===== config.mk =====
export PLATFORM = sky130hd
export DESIGN_NAME = trng_harvester
export DESIGN_NICKNAME = d
export VERILOG_FILES = /design/src/rtl/trng_harvester.sv
export SDC_FILE = /design/constraint.sdc
export NUM_CORES = 1
export LEC_CHECK = 0
export ABC_CLOCK_PERIOD_IN_PS = 12000
export BUFFER_PORTS_ARGS = -buffer_cell sky130_fd_sc_hd__buf_4
export CAP_MARGIN = 20
export CELL_PAD_IN_SITES_DETAIL_PLACEMENT = 1
export CELL_PAD_IN_SITES_GLOBAL_PLACEMENT = 2
export CORE_UTILIZATION = 38
export CTS_CLUSTER_DIAMETER = 60
export CTS_CLUSTER_SIZE = 40
export DETAILED_ROUTE_END_ITERATION = 10
export GPL_TIMING_DRIVEN = 1
export PLACE_DENSITY = 0.83
export SYNTH_ARGS = -nofsm -noshare
export SYNTH_HDL_FRONTEND = slang
export SYNTH_SLANG_ARGS = --single-unit

===== constraint.sdc =====
create_clock -name clk -period 12 [get_ports clk]
set_input_delay 0.6 -clock clk [delete_from_list [all_inputs] [get_ports clk]]
set_output_delay 0.6 -clock clk [all_outputs]
set_load 0.05 [all_outputs]

===== src/rtl/trng_harvester.sv =====
// Harvests words from the ring-oscillator TRNG core into the clk domain, runs
// repetition-count and adaptive-proportion health tests, and queues passing words.
module trng_harvester #(
  parameter int FIFO_DEPTH = 4,
  parameter int RCT_CUTOFF = 3,
  parameter int APT_WINDOW = 16,
  parameter int APT_LO     = 400,
  parameter int APT_HI     = 624
) (
  input  logic        clk,
  input  logic        rst_n,
  input  logic        en,
  input  logic [63:0] trng_word,
  input  logic        trng_ready,
  output logic [63:0] rnd_data,
  output logic        rnd_valid,
  input  logic        rnd_ready,
  output logic        health_fail,
  output logic        overrun
);

  localparam int AW = $clog2(FIFO_DEPTH);
  localparam int NW = $clog2(APT_WINDOW) + 1;
  localparam int CW = $clog2(RCT_CUTOFF + 1) + 1;

  logic          s1_reg, s2_reg, s3_reg;
  logic          rise;
  logic [63:0]   cap_word_reg;
  logic          cap_vld_reg;

  logic [63:0]   prev_word_reg;
  logic          prev_vld_reg;
  logic [CW-1:0] rct_cnt_reg, rct_next;
  logic [10:0]   apt_acc_reg, apt_sum;
  logic [NW-1:0] apt_n_reg, apt_n_next;
  logic          win_done, fail_now;
  logic          health_fail_reg, overrun_reg;

  logic [3:0]    byte_pop [8];
  logic [6:0]    popcnt;

  logic [63:0]   mem [FIFO_DEPTH];
  logic [AW-1:0] wr_ptr_reg, rd_ptr_reg;
  logic [AW:0]   count_reg;
  logic          full, do_pop, wr_req, push, flush;

  // trng_word is stable for several clk cycles around the ready pulse, so only
  // the ready flag needs synchronizing.
  always_ff @(posedge clk or negedge rst_n) begin
    if (!rst_n) begin
      s1_reg <= 1'b0;
      s2_reg <= 1'b0;
      s3_reg <= 1'b0;
    end else begin
      s1_reg <= trng_ready;
      s2_reg <= s1_reg;
      s3_reg <= s2_reg;
    end
  end

  assign rise = s2_reg & ~s3_reg;

  always_ff @(posedge clk or negedge rst_n) begin
    if (!rst_n) begin
      cap_word_reg <= '0;
      cap_vld_reg  <= 1'b0;
    end else begin
      cap_vld_reg <= rise & en;
      if (rise) cap_word_reg <= trng_word;
    end
  end

  genvar gi;
  generate
    for (gi = 0; gi < 8; gi++) begin : gen_byte_pop
      assign byte_pop[gi] = 4'($countones(cap_word_reg[gi*8 +: 8]));
    end
  endgenerate

  always_comb begin
    popcnt = '0;
    for (int i = 0; i < 8; i++) popcnt = popcnt + 7'(byte_pop[i]);
  end

  // Health verdict for the word currently in the capture register.
  always_comb begin
    rct_next = CW'(1);
    if (prev_vld_reg && (cap_word_reg == prev_word_reg))
      rct_next = (&rct_cnt_reg) ? rct_cnt_reg : rct_cnt_reg + 1'b1;
    apt_sum    = apt_acc_reg + 11'(popcnt);
    apt_n_next = apt_n_reg + 1'b1;
    win_done   = (apt_n_next == NW'(APT_WINDOW));
    fail_now   = cap_vld_reg &&
                 ((rct_next >= CW'(RCT_CUTOFF)) ||
                  (win_done && ((apt_sum < 11'(APT_LO)) || (apt_sum > 11'(APT_HI)))));
  end

  assign full   = (count_reg == (AW+1)'(FIFO_DEPTH));
  assign do_pop = (count_reg != '0) && rnd_ready;
  assign wr_req = cap_vld_reg && !fail_now && !health_fail_reg;
  assign push   = wr_req && (!full || do_pop);
  assign flush  = !en || fail_now;

  always_ff @(posedge clk or negedge rst_n) begin
    if (!rst_n) begin
      prev_word_reg   <= '0;
      prev_vld_reg    <= 1'b0;
      rct_cnt_reg     <= '0;
      apt_acc_reg     <= '0;
      apt_n_reg       <= '0;
      health_fail_reg <= 1'b0;
      overrun_reg     <= 1'b0;
    end else if (!en) begin
      prev_vld_reg    <= 1'b0;
      rct_cnt_reg     <= '0;
      apt_acc_reg     <= '0;
      apt_n_reg       <= '0;
      health_fail_reg <= 1'b0;
      overrun_reg     <= 1'b0;
    end else begin
      if (cap_vld_reg) begin
        rct_cnt_reg   <= rct_next;
        prev_word_reg <= cap_word_reg;
        prev_vld_reg  <= 1'b1;
        apt_acc_reg   <= win_done ? '0 : apt_sum;
        apt_n_reg     <= win_done ? '0 : apt_n_next;
      end
      if (fail_now) health_fail_reg <= 1'b1;
      if (wr_req && full && !do_pop) overrun_reg <= 1'b1;
    end
  end

  always_ff @(posedge clk or negedge rst_n) begin
    if (!rst_n) begin
      wr_ptr_reg <= '0;
      rd_ptr_reg <= '0;
      count_reg  <= '0;
    end else if (flush) begin
      wr_ptr_reg <= '0;
      rd_ptr_reg <= '0;
      count_reg  <= '0;
    end else begin
      if (push)   wr_ptr_reg <= wr_ptr_reg + 1'b1;
      if (do_pop) rd_ptr_reg <= rd_ptr_reg + 1'b1;
      case ({push, do_pop})
        2'b10:   count_reg <= count_reg + 1'b1;
        2'b01:   count_reg <= count_reg - 1'b1;
        default: count_reg <= count_reg;
      endcase
    end
  end

  always_ff @(posedge clk) begin
    if (push) mem[wr_ptr_reg] <= cap_word_reg;
  end

  assign rnd_valid   = (count_reg != '0);
  assign rnd_data    = rnd_valid ? mem[rd_ptr_reg] : '0;
  assign health_fail = health_fail_reg;
  assign overrun     = overrun_reg;

endmodule

# After elaboration in Yosys (flattened, before gate mapping)
# Memories as Yosys holds them, arrays and structs flattened.
# Cells that the tools add are included.
# word_totals
regBits	161
ram_bits	256
in_bits	69
word_cells	149
mem_count	1
# mem_list
name	depth	width	rd	rd_clocked_by_memory_dff	wr	line	text
mem	4	64	1	0	1	42	logic [63:0] mem [FIFO_DEPTH];
# classes
addsub	70
magnitude_cmp	3
n_eq_ne	8
mux	25
bitwise_logic	3
reduce_logical	24
# ops
op	count
adder 1 x 1 -> 2 bit	32
== test 64 bit	1
2-to-1 mux 64 bit	1
adder 2 x 2 -> 3 bit	16
2-to-1 mux 11 bit	3
adder 3 x 3 -> 4 bit	8
adder 7 x 4 -> 7 bit	4
2-to-1 mux 3 bit	5
2-to-1 mux 5 bit	3
adder 11 x 7 -> 11 bit	1
greater-than comparator 11 x 10 -> 1 bit, second input constant	1
< comparator 11 x 9 -> 1 bit, second input constant	1
logical AND 1 bit	9
2-to-1 mux 1 bit	8
2-to-1 mux 2 bit	4
adder 6 x 4 -> 7 bit	1
adder 3 x 1 -> 3 bit, second input constant	2
adder 5 x 4 -> 6 bit	1
!= test 2 x 1 -> 1 bit, second input constant	3
one-hot mux 3 bit (2 select lines)	1
nonzero test 3 bit	2
adder 4 x 4 -> 5 bit	1
adder 5 x 1 -> 5 bit, second input constant	1
== test 5 bit, second input constant	1
other kinds (13)	23

# Logic depth before layout (Yosys ltp)
# depth
depth_word	23
ltp_mapped	27
mapped_depth_nobuf	27

# Worst setup path after synthesis
# No wires, ideal clock.
# synth_path
path_kind	flip-flop to flip-flop
startpoint	register cap_word_reg[17]
endpoint	memory mem[0][0], enable pin
t_arrival_ps	8028
required_ps	11606
setup_slack_ps	3578
path_stages_with_launch	23
n_path_buf	0
synth_period_minus_slack_ps	8422
cell_sequence	dfrtp_1 fa_1 inv_1 fa_1 inv_1 fa_1 inv_1 fa_1 fa_1 fa_1 fa_1 fa_1 fa_1 fa_1 nand2b_1 a21oi_1 o221a_1 o21ai_2 xnor2_1 or4_4 a31o_4 nor3_4 and2_2
# synth_between
elab_chain_len	21
word_cells_on_any_way	26
# synth_rtl
item	line	text
start: declaration	28	logic [63:0] cap_word_reg;
start signal: assignment	69	if (rise) cap_word_reg <= trng_word;
adder 1 x 1 -> 2 bit	76	assign byte_pop[gi] = 4'($countones(cap_word_reg[gi*8 +: 8]));
adder 2 x 2 -> 3 bit	76	
adder 3 x 3 -> 4 bit	76	
adder 5 x 4 -> 6 bit	82	for (int i = 0; i < 8; i++) popcnt = popcnt + 7'(byte_pop[i]);
adder 6 x 4 -> 7 bit	82	
adder 7 x 4 -> 7 bit (4 in a row)	82	
adder 11 x 7 -> 11 bit	90	apt_sum = apt_acc_reg + 11'(popcnt);
< comparator 11 x 9 -> 1 bit or greater-than comparator 11 x 10 -> 1 bit (tied branches)	95	(win_done && ((apt_sum < 11'(APT_LO)) || (apt_sum > 11'(APT_HI)))));
logical OR 1 bit	95	
logical AND 1 bit	95	
logical OR 1 bit *	94	((rct_next >= CW'(RCT_CUTOFF)) ||
logical AND 1 bit *	93	fail_now = cap_vld_reg &&
logical NOT 1 bit *	100	assign wr_req = cap_vld_reg && !fail_now && !health_fail_reg;
logical AND 1 bit * (2 in a row)	100	
logical AND 1 bit *	101	assign push = wr_req && (!full || do_pop);
2-to-1 mux 1 bit *	154	if (push) mem[wr_ptr_reg] <= cap_word_reg;
2-to-1 mux 1 bit (not written as such) *	154	
end: declaration	42	
# Every way passes the cells marked *; elsewhere a longest branch is shown, timed or not.

# Worst setup path after layout
# layout_path
startpoint	register cap_word_reg[53]
endpoint	memory mem[3][22], enable pin
# layout_between
elab_chain_len	17
word_cells_on_any_way	22
# layout_rtl
item	line
adder 1 x 1 -> 2 bit	76
adder 2 x 2 -> 3 bit	76
adder 3 x 3 -> 4 bit	76
adder 7 x 4 -> 7 bit (2 in a row)	82
adder 11 x 7 -> 11 bit	90
< comparator 11 x 9 -> 1 bit or greater-than comparator 11 x 10 -> 1 bit (tied branches)	95
logical OR 1 bit	95
logical AND 1 bit	95
logical OR 1 bit *	94
logical AND 1 bit *	93
logical NOT 1 bit *	100
logical AND 1 bit * (2 in a row)	100
logical AND 1 bit *	101
2-to-1 mux 1 bit *	154
2-to-1 mux 1 bit (not written as such) *	154
# Marks and branches as above.

==> metrics.cfg <==
[critical_path]
crit_family = adder cells
cp_slowest_stage_delay_ns = 0.93
crit_cells = 23
rr_worst_depth = 23
endpoint_kind = flip-flop
crit_type = reg -> reg
r2r-end = mem[3][22]
crit_chain = inv_1, fa_1, fa_1, inv_1, fa_1, inv_1, fa_1, fa_1, fa_1, fa_1, fa_1, fa_1, fa_1, nand2b_1, a21oi_1, o221a_1, o21ai_2, xnor2_1, or4_4, a31o_4, nor3_4, and2_2, buf_4
start_kind = flip-flop
reg2reg_from = cap_word_reg[53]
worstPathArrival_ns = 9.91
cp_num_buf_inv = 4
cp-startpoint = cap_word_reg[53]
worst_ep_required_time_ns = 12.19
rrSetupSlack_ns = 2.28
cp_slowest_cell = and2_2
cp_common_cell = fa_1
cp_max_fo = 35

[timing]
period_share = 0.810
finalClockSkew_ns = 0.0370
min_period_ns = 9.72
setup-tns-final_ns = 0
fmax_mhz = 103
setup_viol = 0
hold_violations = 0
fin_hold_ws_ns = 0.138
drv_slew = 0
worst_slew_pin_slew_ns = 1.10
relSlewSlack = 0.267
rsz0062_at_grt = false

[layout]
largest_register_ffs = 256
drive_gt1_frac = 0.230
final_common_cell = edfxtp_1
syn2layout_area_growth_pct = 16.1
mostFrequentLayoutCells = edfxtp_1, dfrtp_1, buf_4
stdcell_count = 2117
nets = 1586

[grt]
track_usage = 0.194
grt_pass1_wl_um = 72200
antenna_found_initial = 1
grt_max_degree = 79
grt_pass1_vias = 11600
grt.overflow.total = 0

[cts]
ctsResizeCount = 0
cts_sinks = 417
cts.path.max_buffers = 3
htreeDepth = 2
clk_pin_slew_ns = 0.08
cts_tree = done
cts_buffers = 34
ctsRootBufferMaster = clkbuf_16
insertion_delay_ns = 0.57

[min_path]
min_to = s1_reg
worstHoldPathCells = 1
min_path_type = in -> reg
hp-start = trng_ready

[synthesis]
yosysWarningCount = 0
synth_largest_area_cell = edfxtp_1
synthCells = 1290
synth_top_flop_cell = edfxtp_1
yosys.cell_types.count = 61
yosys-top-cells-area = edfxtp_1, dfrtp_1, mux4_2, fa_1, o21ai_0
synth.top_cell.area_share = 0.409
yosysSeqAreaShare = 0.623
ys_ff_latch = 417
mappedNetlistArea_sq_um = 18800
synth_edf_count = 256
syn_nets = 1450
postSynthAreaPerCell_sq_um = 14.6
async_flop_share = 0.386

[outcome]
status = finished clean

[die]
rows = 81
core_area_sq_um = 48800
dieArea_sq_um = 50400
initial_core_util = 0.385
die_x_um = 225
io_pins = 136
die_h_um = 225

[routing]
drtPass1Iterations = 4
post-route-drc-count = 0
routed_wl_um = 47800
antenna_left = 0
wire_per_inst_um = 22.6
viasPerCell = 5.14
drtIter0Drc = 630
vias = 10900

[place]
place_hpwl_um = 33800
routabilityCongestion = 0.849
io_buffers = 135
dp.cells = 2050

[run]
cap_violations = 0

-- cell usage after synthesis (34+ instances only) --
cell and count:
and2_1 68, clkbuf_1 42, mux2_2 39, fa_1 57
xnor2_1 45, mux4_2 64, edfxtp_1 256, nand2_1 118
ha_1 34, inv_1 107, dfrtp_1 161, o21ai_0 108
-- final cells by class --
cell class              count  area [sq um]
multi-input cells         715          6520
flip-flops and latches    417         11700
clock buffers              38           918
repair buffers            151          1180
inverters                 107           402
fillers                  4949         27000
clock inverters            24           275
well taps                 664           831
diodes                      1          2.50
-- cells by family (layout without fill, tap and decap cells) --
kind of cell               count (synthesis)  count (layout)  share of synthesized area
DFF                                      417             417                      0.623
xor gates and xnor gates                  64              64                     0.0298
other                                      0               1                          0
muxes                                    106             106                      0.102
and+or+nand+nor                          293             293                     0.0804
buffers and inverters                    158             320                     0.0319
AOI/OAI and AO/OA                        161             161                     0.0504
adders and majority gates                 91              91                     0.0833
-- timing repair --
item,in CTS,in global routing
hold buffers,1,0
buffers inserted,0,0
endpoints found under the hold margin,36,0
-- stage by stage --
step | util | cell area (sq um) | setup WS [ns]
after floorplan | - | 18800 | 3.58
after global placement | 0.421 | 20600 | 2.44
after detailed placement | 0.421 | 20600 | 2.17
after CTS | 0.446 | 21800 | 2.14
after global routing | 0.447 | 21800 | 1.90
final | 0.447 | 21800 | 2.28
-- worst max path at each step --
stage / slack (ns) / end
after global placement: 2.44 / mem[0][22]
after global routing: 1.90 / mem[3][22]
after CTS: 2.14 / mem[0][22]
after detailed placement: 2.17 / mem[0][26]
after floorplan: 3.58 / mem[0][0]
final: 2.28 / mem[3][22]
-- per-layer routing --
metal / global-route usage / up-vias / share of wire
li1: - / 4885 / -
met1: 0.256 / 5696 / 0.42
met2: 0.334 / 235 / 0.51
met3: 0.0285 / 59 / 0.041
met4: 0.0575 / 0 / 0.025
met5: 0 / - / 0
Power is not shown: default switching activity piles up to over one toggle a cycle in this logic, so the estimate is an artifact.
